<file path="config.mk">
export PLATFORM = sky130hd
export DESIGN_NAME = pipe_ctrl
export DESIGN_NICKNAME = d
export VERILOG_FILES = /design/src/rtl/pipe_ctrl.sv
export SDC_FILE = /design/constraint.sdc
export NUM_CORES = 1
export LEC_CHECK = 0
export CORE_MARGIN = 5
export CORE_UTILIZATION = 48
export CTS_CLUSTER_DIAMETER = 40
export CTS_CLUSTER_SIZE = 14
export DETAILED_ROUTE_END_ITERATION = 8
export PLACE_DENSITY = 0.89
export SLEW_MARGIN = 15
export SYNTH_ARGS = -nofsm -noshare
export SYNTH_HDL_FRONTEND = slang
export SYNTH_SLANG_ARGS = --single-unit
</file>
<file path="constraint.sdc">
create_clock -name clk -period 5.1 [get_ports clk]
set_clock_uncertainty 0.2 [all_clocks]
set_input_delay 1.02 -clock clk [delete_from_list [all_inputs] [get_ports clk]]
set_output_delay 1.02 -clock clk [all_outputs]
set_load 0.01 [all_outputs]
</file>
<file path="src/rtl/pipe_ctrl.sv">
// Pipeline controller for the 5-stage core. It merges stage stall requests, sequences exception
// flushes through a short recovery window, and tracks stall time for a watchdog and a perf counter.
module pipe_ctrl #(
    parameter int RECOVER_CYCLES = 2,
    parameter int WDOG_LIMIT     = 1024
) (
    input  logic        clk,
    input  logic        rst,
    input  logic        stallreq_if,
    input  logic        stallreq_id,
    input  logic        stallreq_ex,
    input  logic        stallreq_mem,
    input  logic        excp_valid,
    input  logic [31:0] excp_handler,
    output logic [5:0]  stall,
    output logic        flush,
    output logic [31:0] new_pc,
    output logic        in_recover,
    output logic        stall_timeout,
    output logic [31:0] stall_cycles
);

    typedef enum logic {
        RUN,
        RECOVER
    } state_t;

    localparam logic [3:0]  REC_LOAD = 4'(RECOVER_CYCLES - 1);
    localparam logic [15:0] WDOG_MAX = 16'(WDOG_LIMIT);

    state_t      state;
    state_t      state_next;
    logic [3:0]  rec_cnt;
    logic [3:0]  rec_cnt_next;
    logic [15:0] wdog_cnt;
    logic [15:0] wdog_next;
    logic [5:0]  stall_req;

    // A stalled stage also freezes every stage upstream of it, so the highest requester wins.
    always_comb begin
        stall_req = 6'b000000;
        if (stallreq_mem) begin
            stall_req = 6'b011111;
        end else if (stallreq_ex) begin
            stall_req = 6'b001111;
        end else if (stallreq_id) begin
            stall_req = 6'b000111;
        end else if (stallreq_if) begin
            stall_req = 6'b000011;
        end
    end

    always_comb begin
        stall        = 6'b000000;
        flush        = 1'b0;
        new_pc       = 32'h0000_0000;
        state_next   = state;
        rec_cnt_next = rec_cnt;
        if (!rst) begin
            case (state)
                RUN: begin
                    if (excp_valid) begin
                        flush        = 1'b1;
                        new_pc       = excp_handler;
                        state_next   = RECOVER;
                        rec_cnt_next = REC_LOAD;
                    end else begin
                        stall = stall_req;
                    end
                end
                RECOVER: begin
                    stall = stall_req;
                    if (rec_cnt == 4'd0) begin
                        state_next = RUN;
                    end else begin
                        rec_cnt_next = rec_cnt - 4'd1;
                    end
                end
                default: begin
                    state_next = RUN;
                end
            endcase
        end
    end

    // Watchdog counts consecutive frozen-PC cycles and holds at the limit while the stall persists.
    always_comb begin
        wdog_next = 16'd0;
        if (stall[0] && !flush) begin
            wdog_next = (wdog_cnt == WDOG_MAX) ? wdog_cnt : wdog_cnt + 16'd1;
        end
    end

    always_ff @(posedge clk) begin
        if (rst) begin
            state         <= RUN;
            rec_cnt       <= 4'd0;
            wdog_cnt      <= 16'd0;
            stall_timeout <= 1'b0;
            stall_cycles  <= 32'd0;
        end else begin
            state         <= state_next;
            rec_cnt       <= rec_cnt_next;
            wdog_cnt      <= wdog_next;
            stall_timeout <= (wdog_next == WDOG_MAX);
            stall_cycles  <= stall_cycles + 32'(stall[0]);
        end
    end

    assign in_recover = (state == RECOVER);

endmodule

</file>
### Word level (Yosys, flattened, before mapping)

Cells that the tools add are included.

* $add $sub $neg: 3
* equal/unequal tests: 4
* muxes and demuxes: 20
* bitwise logic cells: 1
* reduce and logical (&&, ||, !) cells: 4

Operator list (number)
* $mux W32: 3
* $add A32 B1 Y32: 1
* $eq A16 B11 Y1 const B: 2
* $mux W16: 2
* $mux W6: 3
* $add A16 B1 Y16 const B: 1
* $mux W4: 3
* $pmux W6 S2: 1
* $pmux W4 S2: 1
* $logic_not A4 Y1: 1
* $mux W1: 4
* $ne A2 B2 Y1 const B: 2
* $sub A4 B1 Y4 const B: 1
* $mux W3: 1
* $mux W2: 1
* $pmux W1 S2: 1
* $reduce_and A2 Y1: 1
* $logic_and A1 B1 Y1: 1
* $logic_not A1 Y1: 1
* $not A1 Y1: 1

* bits in registers: 54
* input bits: 39
* output and inout bits: 73
* logic and storage cells: 37

### Depth between registers and ports, before layout

Gate-level depths: netlist (run 1).

* depth in word-level cells: 10
* depth in mapped cells: 11
* gate-level depth less buffers: 9

### Least setup slack after synthesis (run 1)

OpenSTA, ideal clock, no wires.

* path type: input -> register
* start point: input excp_valid
* end point: register stall_cycles[30]
* data arrival time: 3.160 ns
* path slack: 1.669 ns
* cell stages on the path: 11
* cell sequence: nor2b_1 -> buf_2 -> or3_1 -> buf_6 -> inv_2 -> ha_1 -> ha_1 -> and3_1 -> nand4_1 -> or3_1 -> a21oi_1

* longest elaborated chain between the ends: 4

Ends and longest elaborated chain
* start, declared: line 13 `input logic excp_valid,`
* $mux W6: line 62 `if (excp_valid) begin`
* $pmux W6 S2: line 60 `case (state)`
* $mux W6: line 59 `if (!rst) begin`
* net stall[0]: line 15 `output logic [5:0] stall,`
* $add A32 B1 Y32: line 106 `stall_cycles <= stall_cycles + 32'(stall[0]);`
* end signal, assigned: line 106
* end, declared: line 20 `output logic [31:0] stall_cycles`

The timed path passes the listed nets, and every way through them passes these cells.
A chain may end at the register's enable or synchronous reset.

### Final worst setup path (run 1)

* start point: input excp_valid
* end point: output new_pc[22]

* longest elaborated chain between the ends: 3

Ends and longest elaborated chain
* $mux W32: line 62
* $mux W32: line 60
* $mux W32: line 59
* end, declared: line 17 `output logic [31:0] new_pc,`

No other way between the ends.

==> impl_metrics.json, run 1 <==
{
  "ys_ff_latch": 54,
  "clkSinkCount": 54,
  "syn_avg_cell_area_um2": 8.35,
  "yosys_warnings": 0,
  "netlist_instances": 359,
  "startpoint_type": "input pin",
  "required_ps": 3880,
  "use_met1_pct": 23.1,
  "max_freq_mhz": 233,
  "synth_ff_type": "dfxtp_1",
  "core_um2": 5990,
  "hold_viol": 0,
  "yosysTopAreaCellShare_pct": 36.0,
  "gp_congestion": 0.862,
  "timing.slew.headroom_pct": 58.6,
  "diodes": 0,
  "grt-ovfl-total": 0,
  "drt_iter0_markers": 134,
  "final_cell_mix": "clkdlybuf4s50_1 (110), dfxtp_1 (54), nor2_1 (45)",
  "grt_usage_pct": 21.0,
  "initial_core_util_pct": 50.1,
  "totalWireLength_um": 8120,
  "min_period_ps": 4290,
  "fin_cells": 538,
  "yosysSeqAreaShare_pct": 36.0,
  "grt_util_met2_pct": 39.3,
  "synth_top_area_cell": "dfxtp_1",
  "hpwl_um": 6240,
  "cts_buffers": 5,
  "outcome": "completed",
  "min_period_over_period_pct": 84.1,
  "drt_drc_violations_left": 0,
  "crit_path_max_fanout": 23,
  "grtUsageMet3_pct": 5.44,
  "avgRoutedWirePerCell_um": 15.1,
  "synth_cell_types": 53,
  "ant_nets": 0,
  "rows": 28,
  "synth.area.top_cells": "dfxtp_1 (36%), and2_1 (7.1%), xnor2_1 (5.8%)",
  "maxCapViolations": 0,
  "cts_tree": "done",
  "syn_to_final_growth_pct": 40.9,
  "fillCellCount": 434,
  "synth_edf_count": 0,
  "cts.clk_slew.worst_paths_ps": 100,
  "cts_buffer_depth": 2,
  "p_leak_nw": 1.46,
  "grt_max_degree": 41,
  "hold_buffers": 0,
  "powerDensity_nw_per_um2": 202,
  "cts_setup_buffers": 0,
  "top_usage_layer": "met2",
  "worst_slew_pin_slew_ps": 614,
  "num_vias": 2931,
  "drv_slew": 0,
  "final_common_cell": "clkdlybuf4s50_1",
  "grt_pass1_vias": 2943,
  "hold_path.class": "reg -> reg",
  "netlist_area_um2": 3000,
  "cts_root_buf": "clkbuf_8",
  "die_area_um2": 7930,
  "placed_cells_incl_taps": 530,
  "synth_nets": 403,
  "fin_setup_tns_ps": 0,
  "end_kind": "primary output",
  "antenna_found_initial": 0,
  "rsz0062_at_grt": "no",
  "cts_max_level": 2,
  "die_y_um": 89.0,
  "viasPerCell": 5.45,
  "grt_pass1_wl_um": 13200,
  "drt-pass1-iter-count": 4,
  "arrival_ps": 3070,
  "fin_nets": 506,
  "finalSetupViolations": 0,
  "fp.dieW_um": 89.0,
  "portBuffers": 110,
  "drive_gt1_share_pct": 6.48,
  "async_reset_ff_share_pct": 0,
  "critPathKind": "in -> out",
  "clkLatencyLatePin_ps": 320,
  "cts_resized": 0,
  "worst_ir_drop_vdd_uv": 124,
  "ios": 112
}
## worst paths after layout
kind | start | end | slack [ps] | depth (start not counted)
worst max-delay path | excp_valid | new_pc[22] | 810 | 6
worst min-delay path | rec_cnt[2]$_SDFFE_PP0P_ | rec_cnt[2]$_SDFFE_PP0P_ | 310 | 2
worst max register to register | in_recover$_SDFF_PP0_ | stall_cycles[27]$_SDFF_PP0_ | 1800 | 10
worst min register to register | rec_cnt[2]$_SDFFE_PP0P_ | rec_cnt[2]$_SDFFE_PP0P_ | 310 | 2
## critical path, cell delays in order
cell and delay, ps:
clkdlybuf4s50_1 510, nand2b_1 140, nor2_1 400, buf_4 290
and2_1 150, clkdlybuf4s50_1 550
## where the power goes
part           switching [mW]  internal [mW]  total (mW)  leakage, nW
sequential            0.00719          0.427       0.434        0.436
combinational          0.0507         0.0713       0.122        0.965
clock                   0.148          0.149       0.297       0.0587
total                   0.206          0.647       0.853         1.46
## sequential cells by signal (all words and copies together), names as in the netlist
signal / flops
in_recover: 1
rec_cnt: 4
stall_cycles: 32
stall_timeout: 1
wdog_cnt: 16
## Yosys cell counts (2+ instances only)
master / number
xnor2_1: 20
or2_2: 3
or4_1: 3
nand4_1: 15
nor2b_1: 6
nor3b_1: 2
nor3_1: 12
mux2i_1: 4
nand3_4: 2
nor4_1: 7
and4_1: 4
a31oi_1: 2
nor2_1: 45
nor4b_1: 3
o21a_1: 2
nand2b_1: 2
nand3_1: 14
nand2_1: 15
xor2_1: 16
or3_1: 7
nor3_2: 2
inv_1: 13
ha_1: 5
and2_1: 34
dfxtp_1: 54
a21oi_1: 12
o21ai_1: 3
buf_6: 4
and3_1: 6
o21ai_0: 7
nor4_2: 4
clkbuf_1: 8
buf_4: 3
## logic make-up after synthesis
kind of cell / share of synthesized area [%]
AND/OR/NAND/NOR: 37.1
flip-flops: 36.0
XOR/XNOR: 10.5
AO/OA/AOI/OAI: 7.09
buffers and inverters: 5.30
adder cells (fa/ha/maj): 2.09
multiplexers: 1.71
other: 0.125
## layout make-up
| class | count | area [um2] | area share (%) |
|---|---|---|---|
| multi-input combinational | 274 | 1760 | 41.6 |
| clock buffer | 5 | 68.8 | 1.63 |
| inverter | 14 | 52.6 | 1.24 |
| tap | 75 | 93.8 | 2.22 |
| sequential | 54 | 1080 | 25.6 |
| clock inverter | 3 | 47.5 | 1.12 |
| timing repair buffer | 113 | 1120 | 26.6 |
## stage by stage
stage / area, um2 / setup slack [ps] / total power, mW / hold WS [ps] / utilization, %
final: 4230 / 811 / 0.853 / 307 / 70.6
after global routing: 4230 / 622 / 0.885 / 333 / 70.6
after CTS: 4230 / 798 / 0.861 / 302 / 70.6
after detailed placement: 4110 / 793 / 0.566 / 287 / 68.6
after global placement: 4110 / 887 / 0.562 / 259 / 68.6
after floorplan: 3000 / 1670 / 0.496 / 242 / -
## routing by layer
layer / share of wire (%) / vias up
li1: - / 1452
met1: 40 / 1371
met2: 52 / 96
met3: 6.2 / 12
met4: 1.8 / 0
met5: 0 / -
Power figures use the tool's default switching activity.
==> inputs of run 2 (changes only) <==
Settings changed: CORE_UTILIZATION 48 to 40, PLACE_DENSITY 0.89 to 0.79.
Clock period 5.1 ns to 3.5 ns, I/O delays scaled along.
==> run 2 against run 1 <==
- core utilization decreased by 11 points
- sequential share of layout area shrank 0.48 points
- register-to-register slack worse by 1100 ps
- routed wire length is 2.1% lower
- die area increased by 18%
- first-iteration DRC count down 54%
- non-clock buffer count up 9
- critical path depth unchanged
- combinational power grew 51%
- sequential power increased by 46%
- critical endpoint is now stall[1]
==> impl_metrics.json, run 2 (same netlist as run 1, synthesis figures left out) <==
{
  "outcome": "completed",
  "rows": 31,
  "clkSinkCount": 54,
  "critPathKind": "in -> out",
  "max_freq_mhz": 295,
  "cts_setup_buffers": 0,
  "cts_resized": 0,
  "crit_chain": "clkdlybuf4s50_1 > nor2b_1 > or3_1 > inv_2 > buf_4 > clkdlybuf4s50_1",
  "drive_gt1_share_pct": 8.26,
  "grt-ovfl-total": 0,
  "drt-pass1-iter-count": 4,
  "crit_path_max_fanout": 4,
  "drt_drc_violations_left": 0,
  "final_common_cell": "clkdlybuf4s50_1",
  "p_leak_nw": 1.50,
  "cts_tree": "done",
  "arrival_ps": 2490,
  "fin_setup_tns_ps": 0,
  "fin_nets": 515,
  "hpwl_um": 6240,
  "end_kind": "primary output",
  "initial_core_util_pct": 41.1,
  "placed_cells_incl_taps": 563,
  "cts_buffers": 5,
  "cts.clk_slew.worst_paths_ps": 100,
  "largest_reg_flops": 32,
  "finalSetupViolations": 0,
  "fin_cells": 571,
  "final_cell_mix": "clkdlybuf4s50_1 (110), dfxtp_1 (54), nor2_1 (45)",
  "drv_slew": 0,
  "worst_slew_pin_slew_ps": 589,
  "gp_congestion": 0.828,
  "die_area_um2": 9330,
  "cpPeakStageDelay_ps": 540,
  "core_um2": 7290,
  "cts_buffer_depth": 2,
  "r2r_slack_ps": 740,
  "powerDensity_nw_per_um2": 275,
  "viasPerCell": 4.91,
  "clkLatencyLatePin_ps": 310,
  "hold_viol": 0,
  "avgRoutedWirePerCell_um": 13.9,
  "drt_iter0_markers": 62,
  "ios": 112,
  "grt_pass1_vias": 2615,
  "hold_buffers": 0,
  "maxCapViolations": 0,
  "fp.dieW_um": 96.6,
  "portBuffers": 110,
  "critPathSlowestCell": "clkdlybuf4s50_1",
  "grt_pass1_wl_um": 12800,
  "min_period_ps": 3390,
  "worst_ir_drop_vdd_uv": 147,
  "top_regs": "stall_cycles x32, wdog_cnt x16, rec_cnt x4",
  "regMostFlops": "stall_cycles",
  "timing.slew.headroom_pct": 60.3,
  "totalWireLength_um": 7950,
  "cts_max_level": 2,
  "rsz0062_at_grt": "no",
  "grt_usage_pct": 17.3,
  "required_ps": 2600,
  "min_period_over_period_pct": 96.8,
  "cp_common_cell": "clkdlybuf4s50_1",
  "antenna_found_initial": 0,
  "startpoint_type": "input pin",
  "hold_path.class": "reg -> reg",
  "syn_to_final_growth_pct": 43.6,
  "ant_nets": 0,
  "diodes": 0,
  "cts_root_buf": "clkbuf_8",
  "num_vias": 2802,
  "die_y_um": 96.6,
  "grt_max_degree": 27
}
[run 2: cell types whose count changed in the layout (fill, tap and decap cells not counted), sizes merged]
cell,delta
buf,+9
clkbuf,+1
clkinv,+1
bufinv,-1
inv,-1
[run 2: critical path: cells and delay by family]
kind	cells	cell delay (ps)
buffers and inverters	4	1220
and+or+nand+nor	2	570
[run 2: where the power goes]
group / switching, mW / leakage, nW / internal, mW / total (mW)
Combinational: 0.0749 / 1.01 / 0.109 / 0.184
Clock: 0.207 / 0.0514 / 0.163 / 0.371
Sequential: 0.0102 / 0.436 / 0.622 / 0.632
[run 2: cell type report]
class	instances	area [um2]
clock buffers	6	82.6
clock inverters	2	17.5
fillers	671	2980
inverters	14	52.6
multi-input cells	274	1760
flip-flops and latches	54	1080
well taps	99	124
repair buffers	122	1190
[run 2: worst paths after layout]
check / startpoint / end / cells after the start
max: excp_valid / stall[1] / 6
min: rec_cnt[2]$_SDFFE_PP0P_ / rec_cnt[2]$_SDFFE_PP0P_ / 2
max reg2reg: in_recover$_SDFF_PP0_ / stall_cycles[31]$_SDFF_PP0_ / 9
min reg2reg: rec_cnt[2]$_SDFFE_PP0P_ / rec_cnt[2]$_SDFFE_PP0P_ / 2
[run 2: metrics by stage]
stage | utilization [%] | setup slack [ps] | power, mW | hold WS, ps | cell area [um2]
floorplan | - | 389 | 0.723 | 242 | 3000
global placement | 57.7 | 74.6 | 0.827 | 263 | 4210
detailed placement | 57.7 | -19.1 | 0.830 | 271 | 4210
CTS | 59.1 | 114 | 1.19 | 287 | 4310
global route | 59.1 | 31.8 | 1.24 | 319 | 4310
finish | 59.1 | 113 | 1.19 | 282 | 4310
[run 2: routing by layer]
| metal | part of all wire (%) | up-vias | track usage (%) |
|---|---|---|---|
| li1 | - | 1465 | - |
| met1 | 47 | 1286 | 23.1 |
| met2 | 49 | 43 | 29.5 |
| met3 | 3.1 | 8 | 2.87 |
| met4 | 0.82 | 0 | 3.15 |
| met5 | 0 | - | 0 |
